==> config.mk <==
export PLATFORM = sky130hd
export DESIGN_NAME = side_road_vehicle_detector
export DESIGN_NICKNAME = d
export VERILOG_FILES = /design/src/rtl/traffic_pkg.sv /design/src/rtl/sync_debounce.sv /design/src/rtl/side_road_vehicle_detector.sv
export SDC_FILE = /design/constraint.sdc
export NUM_CORES = 1
export LEC_CHECK = 0
export CAP_MARGIN = 20
export CORE_MARGIN = 1.5
export CORE_UTILIZATION = 50
export DETAILED_ROUTE_END_ITERATION = 8
export PLACE_DENSITY = 0.73
export REMOVE_ABC_BUFFERS = 1
export SKIP_CTS_REPAIR_TIMING = 1
export SYNTH_ARGS = -nofsm -noshare
export SYNTH_HDL_FRONTEND = slang
export SYNTH_SLANG_ARGS = --single-unit
==> constraint.sdc <==
create_clock -name clk -period 2.5 [get_ports clk]
set_clock_uncertainty 0.1 [all_clocks]
set_input_delay 0.25 -clock clk [delete_from_list [all_inputs] [get_ports clk]]
set_output_delay 0.25 -clock clk [all_outputs]
set_load 0.02 [all_outputs]
==> src/rtl/traffic_pkg.sv <==
// ============================================================================
//  Module      : traffic_pkg
//  Description : Light encoding shared by the traffic light controller and
//                its side-road sensor front end.
//  Revision    : 1.0 - initial release
// ============================================================================
`default_nettype none

package traffic_pkg;

    // 2'b11 is never driven by the controller; consumers treat it as RED.
    typedef enum logic [1:0] {
        GREEN  = 2'b00,
        YELLOW = 2'b01,
        RED    = 2'b10
    } light_t;

    function automatic logic is_green(input logic [1:0] light);
        return light == GREEN;
    endfunction

    function automatic logic is_yellow(input logic [1:0] light);
        return light == YELLOW;
    endfunction

endpackage : traffic_pkg

`default_nettype wire

==> src/rtl/sync_debounce.sv <==
// ============================================================================
//  Module      : sync_debounce
//  Description : Two-flop synchroniser plus presence FSM that qualifies
//                arrivals and departures on a bouncing loop-detector input.
//  Revision    : 1.0 - initial release
// ============================================================================
`default_nettype none

module sync_debounce #(
    parameter int DEBOUNCE_CYCLES = 4
) (
    input  logic clk,
    input  logic reset,
    input  logic loop_raw_i,
    output logic present_o,
    output logic arrive_o
);

    localparam int               c_QW     = $clog2(DEBOUNCE_CYCLES + 1);
    localparam logic [c_QW-1:0]  c_DEB_Q  = c_QW'(DEBOUNCE_CYCLES);
    localparam logic [c_QW-1:0]  c_Q_ONE  = c_QW'(1);

    typedef enum logic [1:0] {
        ST_ABSENT  = 2'd0,
        ST_RISE_Q  = 2'd1,
        ST_PRESENT = 2'd2,
        ST_FALL_Q  = 2'd3
    } pres_state_t;

    logic            sync1_q;
    logic            sync2_q;
    pres_state_t     state_q;
    pres_state_t     state_d;
    logic [c_QW-1:0] q_q;
    logic [c_QW-1:0] q_d;
    logic            present_q;
    logic            present_d;
    logic            arrive_q;
    logic            arrive_d;

    logic            w_loop_s;
    logic [c_QW-1:0] w_q_inc;

    assign w_loop_s = sync2_q;
    assign w_q_inc  = q_q + c_Q_ONE;

    always_ff @(posedge clk or negedge reset) begin
        if (!reset) begin
            sync1_q   <= 1'b0;
            sync2_q   <= 1'b0;
            state_q   <= ST_ABSENT;
            q_q       <= '0;
            present_q <= 1'b0;
            arrive_q  <= 1'b0;
        end else begin
            sync1_q   <= loop_raw_i;
            sync2_q   <= sync1_q;
            state_q   <= state_d;
            q_q       <= q_d;
            present_q <= present_d;
            arrive_q  <= arrive_d;
        end
    end

    // Qualification counter q holds the number of consecutive agreeing
    // samples seen so far; a single disagreeing sample aborts the attempt.
    always_comb begin
        state_d = state_q;
        q_d     = q_q;
        case (state_q)
            ST_ABSENT: begin
                if (w_loop_s) begin
                    if (c_DEB_Q == c_Q_ONE) begin
                        state_d = ST_PRESENT;
                        q_d     = '0;
                    end else begin
                        state_d = ST_RISE_Q;
                        q_d     = c_Q_ONE;
                    end
                end
            end
            ST_RISE_Q: begin
                if (!w_loop_s) begin
                    state_d = ST_ABSENT;
                    q_d     = '0;
                end else if (w_q_inc == c_DEB_Q) begin
                    state_d = ST_PRESENT;
                    q_d     = '0;
                end else begin
                    q_d     = w_q_inc;
                end
            end
            ST_PRESENT: begin
                if (!w_loop_s) begin
                    if (c_DEB_Q == c_Q_ONE) begin
                        state_d = ST_ABSENT;
                        q_d     = '0;
                    end else begin
                        state_d = ST_FALL_Q;
                        q_d     = c_Q_ONE;
                    end
                end
            end
            ST_FALL_Q: begin
                if (w_loop_s) begin
                    state_d = ST_PRESENT;
                    q_d     = '0;
                end else if (w_q_inc == c_DEB_Q) begin
                    state_d = ST_ABSENT;
                    q_d     = '0;
                end else begin
                    q_d     = w_q_inc;
                end
            end
            default: begin
                state_d = ST_ABSENT;
                q_d     = '0;
            end
        endcase
    end

    // Arrival fires only on entry into PRESENT from the absent side, so a
    // rejected dropout (FALL_Q -> PRESENT) never produces a second pulse.
    always_comb begin
        present_d = (state_d == ST_PRESENT) || (state_d == ST_FALL_Q);
        arrive_d  = ((state_q == ST_ABSENT) || (state_q == ST_RISE_Q)) &&
                    (state_d == ST_PRESENT);
    end

    assign present_o = present_q;
    assign arrive_o  = arrive_q;

endmodule : sync_debounce

`default_nettype wire

==> src/rtl/side_road_vehicle_detector.sv <==
// ============================================================================
//  Module      : side_road_vehicle_detector
//  Description : Debounced side-road vehicle detector that counts waiting
//                vehicles and raises the controller's sensor request.
//  Revision    : 1.0 - initial release
// ============================================================================
`default_nettype none

module side_road_vehicle_detector
    import traffic_pkg::*;
#(
    parameter int DEBOUNCE_CYCLES = 4,
    parameter int CNT_W           = 4
) (
    input  logic             clk,
    input  logic             reset,
    input  logic             loop_raw,
    input  logic [1:0]       side,
    output logic             sensor,
    output logic             car_present,
    output logic             arrive,
    output logic [CNT_W-1:0] waiting_cnt
);

    localparam logic [CNT_W-1:0] c_CNT_MAX = '1;
    localparam logic [CNT_W-1:0] c_CNT_ONE = CNT_W'(1);

    logic             w_deb_present;
    logic             w_deb_arrive;
    logic             w_served;

    logic [1:0]       side_q;
    logic [CNT_W-1:0] cnt_q;
    logic [CNT_W-1:0] cnt_d;
    logic             sensor_q;
    logic             sensor_d;
    logic             present_q;
    logic             arrive_q;

    sync_debounce #(
        .DEBOUNCE_CYCLES (DEBOUNCE_CYCLES)
    ) u_sync_debounce (
        .clk        (clk),
        .reset      (reset),
        .loop_raw_i (loop_raw),
        .present_o  (w_deb_present),
        .arrive_o   (w_deb_arrive)
    );

    // The side road counts as served on the GREEN->YELLOW transition.
    assign w_served = is_green(side_q) && is_yellow(side);

    // A car qualifying on the service edge was not served, so it survives.
    always_comb begin
        cnt_d = cnt_q;
        if (w_served) begin
            cnt_d = w_deb_arrive ? c_CNT_ONE : '0;
        end else if (w_deb_arrive && (cnt_q != c_CNT_MAX)) begin
            cnt_d = cnt_q + c_CNT_ONE;
        end
    end

    always_comb begin
        sensor_d = (cnt_d != '0) || (w_deb_present && !is_green(side));
    end

    always_ff @(posedge clk or negedge reset) begin
        if (!reset) begin
            side_q    <= RED;
            cnt_q     <= '0;
            sensor_q  <= 1'b0;
            present_q <= 1'b0;
            arrive_q  <= 1'b0;
        end else begin
            side_q    <= side;
            cnt_q     <= cnt_d;
            sensor_q  <= sensor_d;
            present_q <= w_deb_present;
            arrive_q  <= w_deb_arrive;
        end
    end

    assign sensor      = sensor_q;
    assign car_present = present_q;
    assign arrive      = arrive_q;
    assign waiting_cnt = cnt_q;

endmodule : side_road_vehicle_detector

`default_nettype wire
After elaboration in Yosys (flattened, before gate mapping)
Cells that the tools add are included.

Flip-flop bits (word level): 18. Input port bits: 5. Output and inout port bits: 7. Logic and storage cells: 52.

Add/subtract/negate cells: 2. Eq/ne operators: 10. Mux-type cells: 16. Reductions and logical operators: 13.

Operators with widths (number): $mux 3 (5); $mux 2 (6); $pmux 3 s4 (1); $eq 2x2->1 const B (4); $mux 4 (2); $pmux 2 s4 (1); $logic_not 2->1 (3); $add 4x1->4 const B (1); $eq 2x1->1 const B (2); $logic_and 1x1->1 (4); $ne 4x4->1 const B (1); $reduce_bool 4->1 (1); $add 3x1->3 const B (1); $eq 3x3->1 const B (1); $logic_or 1x1->1 (3); $ne 2x1->1 const B (1); $ne 2x2->1 const B (1); $reduce_and 2->1 (1); $logic_not 1->1 (1); $mux 1 (1).

Depth between registers and ports, before layout
Word-level depth: 7. Gate-level depth with buffers: 5.

By module
Synthesis repeated with hierarchy kept, for this count alone.

Cells, all modules: 57. Area total of the unflattened synthesis: 729.4 sq um.

By module, submodules not included: side_road_vehicle_detector (instances 1, cells each 32, area each 382.9 sq um, sequential area each 226.5 sq um); sync_debounce (instances 1, cells each 25, area each 346.6 sq um, sequential area each 200.2 sq um).

Least setup slack after synthesis
OpenSTA, ideal clock, no wires.

Kind: reg-to-reg. From: register side_q[1]. To: register sensor_q, in the netlist sensor. Setup time: 0.139 ns. Arrival time: 1.648 ns. Data required time: 2.261 ns. Setup slack: 0.613 ns. Stages on the path, launching flop included: 6. Path buffers: 1. Clock period less this slack: 1.887 ns. Path through: dfstp_2 or4b_1 buf_2 or3b_1 o21ai_2 or4_1.

Longest elaborated chain between the ends: 5.

Ends and longest elaborated chain: from (decl) (line side_road_vehicle_detector.sv:32) `logic [1:0] side_q;`; from (signal assigned) (line side_road_vehicle_detector.sv:75) `side_q <= side;`; $logic_not 2->1 (line traffic_pkg.sv:19) `return light == GREEN;`; $logic_and 1x1->1 (line side_road_vehicle_detector.sv:51) `assign w_served = is_green(side_q) && is_yellow(side);`; $mux 4 (line side_road_vehicle_detector.sv:56) `if (w_served) begin`; named net cnt_d[3] (line side_road_vehicle_detector.sv:34) `logic [CNT_W-1:0] cnt_d;`; $reduce_bool 4->1 (line side_road_vehicle_detector.sv:64) `sensor_d = (cnt_d != '0) || (w_deb_present && !is_green(side));`; $logic_or 1x1->1 (line side_road_vehicle_detector.sv:64); named net sensor_d (line side_road_vehicle_detector.sv:36) `logic sensor_d;`; to (signal assigned) (line side_road_vehicle_detector.sv:77) `sensor_q <= sensor_d;`; to (decl) (line side_road_vehicle_detector.sv:35) `logic sensor_q;`.

The timed path passes the listed nets, and every way through them passes these cells. A chain may end at the register's enable or synchronous reset.

Worst setup path in the final report
From: input side[0]. To: register sensor_q, in the netlist sensor.

Longest elaborated chain between the ends: 5. Elaborated cells between the ends (all ways): 8. Classes of those cells: 1 x eq/ne; 1 x mux; 6 x reduce/logical.

Ends and longest elaborated chain: from (decl) (line side_road_vehicle_detector.sv:18) `input logic [1:0] side,`; $eq 2x1->1 (line traffic_pkg.sv:23) `return light == YELLOW;`; $logic_and 1x1->1 (line side_road_vehicle_detector.sv:51); $mux 4 (line side_road_vehicle_detector.sv:56); named net cnt_d[2] (line side_road_vehicle_detector.sv:34); $reduce_bool 4->1 (line side_road_vehicle_detector.sv:64); $logic_or 1x1->1 (line side_road_vehicle_detector.sv:64); named net sensor_d (line side_road_vehicle_detector.sv:36).

The timed path passes the listed nets, and every way through them passes these cells.

==> flow_summary.ini <==
[grt]
grt_pass1_wl_mm = 2.02
grt_max_degree = 19
grt_usage_pct = 16.0
antenna_found_initial = 0
gr-total-overflow = 0
grt_pass1_vias = 452

[setup_path]
required_ns = 2.57
startpoint_type = input port
slowest_delay_ns = 0.58
cp.arrival_ns = 2.09
r2r_end = sensor
path_cells = clkdlybuf4s50_1 > or4b_1 > and3_1 > nand2b_1 > or4_1
path_buf_inv = 1
critical-path-slowest-cell = or4b_1
reg2reg_depth = 4
worstSetupStartpoint = side[0]
r2r_setup_slack_ns = 0.50
crit_end = sensor
rr_startpoint = side_q[0]
cpLargestDelayFamily = simple AND/OR/NAND/NOR gates
crit_cells = 5
critPathCaptureType = flop
path_max_fanout = 7
worstSetupPathType = in -> reg

[final_layout]
seqCellArea_sq_um = 452
multiInputGateArea_sq_um = 295
postLayoutCoreUtil_pct = 67.6
final_common_cell = dfrtp_1
final_cell_mix = 17 x dfrtp_1, 11 x clkdlybuf4s50_1, 7 x nand2_1
area_growth_pct = 21.3
layout-drive-gt1-share_pct = 12.0
nets = 84
antennaDiodeCount = 0
instances_no_fill = 90
final_area_sq_um = 912
n_fill_cell = 105

[hold_path]
worstHoldPathType = reg -> reg
min_path_cells = 0

[synth]
ys_ff_latch = 18
async_flop_share_pct = 100
syn_area_sq_um = 752
postSynthAreaPerCell_sq_um = 12.3
ys_seq_area_share_pct = 60.1
synth_cells = 61
ys.flop_type = dfrtp_1
synth_edf_count = 0
ys_warn_count = 0
ys_types = 28

[timing]
grt_setup_unrepaired = false
min_period_over_period_pct = 80.8
tns_ns = 0
fin_crit_ns = 2.02
fin_ws_ns = 0.480
timing.fmax_mhz = 495
slew_headroom_pct = 49.6
final_hold_viol_count = 0
worstMarginPinSlew_ns = 0.754
holdWs_ns = 0.261
setup_viol = 0
slew_viol_final = 0

[place]
place_congestion = 0.773
dp_hpwl_um = 860
placed_area_sq_um = 876
numPortBuffers = 11
preCtsSetupSlack_ns = 0.146
place_inst = 86

[floorplan]
start_util_pct = 55.7
die_w_um = 41.8
core-area_sq_um = 1350
die_h_um = 41.8
ios = 12
die_area_sq_um = 1750
placement_rows = 13

[route]
drc_errors = 0
ant_nets = 0
initialDrtViolationCount = 5
wl_per_cell_um = 12.7
firstDrtPassIters = 3
vias = 482
avgViaCountPerCell = 5.36
routed_wl_mm = 1.14

[clock_tree]
cts_tree = built
cts_buffers = 3
cts_sinks = 18
root_buffer = clkbuf_4
clkLatencyLatePin_ns = 0.29
path_clk_slew_ns = 0.10
cts_max_path_buffers = 2
htreeDepth = 1

[pwr]
fin_total_pwr_uw = 771
p_leak_nw = 0.432
powerDensity_nw_per_um2 = 846
peakVddDrop_mv = 0.570

[job]
cap_violations = 0

[status]
status = finished clean
-- final cells by class --
class,count,share of cell area [%]
sequential,18,49.5
multi-input combinational,42,32.4
timing repair buffer,11,12.1
clock buffer,4,3.98
tap,15,2.06
-- registers in the layout (all words and copies together) (netlist names) --
name,flops
u_sync_debounce.sync1_q,1
side_q,2
u_sync_debounce.state_q,2
waiting_cnt,4
arrive,1
u_sync_debounce.q_q,3
sensor,1
car_present,1
u_sync_debounce.arrive_o,1
u_sync_debounce.sync2_q,1
u_sync_debounce.present_o,1
-- worst min path at each step --
| stage | startpoint | end | slack, ns |
|---|---|---|---|
| final | u_sync_debounce.sync1_q | u_sync_debounce.sync2_q | 0.26 |
| after global routing | u_sync_debounce.sync1_q | u_sync_debounce.sync2_q | 0.27 |
| after CTS | u_sync_debounce.sync1_q | u_sync_debounce.sync2_q | 0.27 |
| after detailed placement | u_sync_debounce.sync1_q | u_sync_debounce.sync2_q | 0.24 |
| after global placement | u_sync_debounce.sync1_q | u_sync_debounce.sync2_q | 0.24 |
| after floorplan | reset | arrive | -0.15 |
-- synth_stat cells (2+ instances only) --
library cell	count	area (sq um)
dfrtp_1	17	425
nand2_1	7	26.3
a21oi_1	3	15.0
ha_1	3	37.5
nand2b_1	3	18.8
mux2_2	2	22.5
mux2i_1	2	20.0
nand3_1	2	10.0
nor2_1	2	7.51
o21ai_0	2	10.0
-- report_power, final --
group,switching (mW),total (mW),internal (mW)
combinational,0.0904,0.189,0.0984
clock,0.0904,0.179,0.0888
sequential,0.0539,0.403,0.349
total,0.235,0.771,0.537
-- routing by layer --
layer  vias up  wire [um]  global-route usage (%)
met3         5         33                    5.22
met4         0         27                    9.68
met2         8        540                    22.8
li1        243          -                       -
met1       226        542                    21.1
met5         -          0                       0
-- cells by family after synthesis --
| group | synth area share, % |
|---|---|
| mux | 5.66 |
| simple gates | 17.6 |
| compound gates | 8.65 |
| flops | 60.1 |
| buf+inv | 0.665 |
| xor+xnor | 2.33 |
| fa+ha+maj | 4.99 |
No activity file was read; power rests on OpenSTA's default activity.
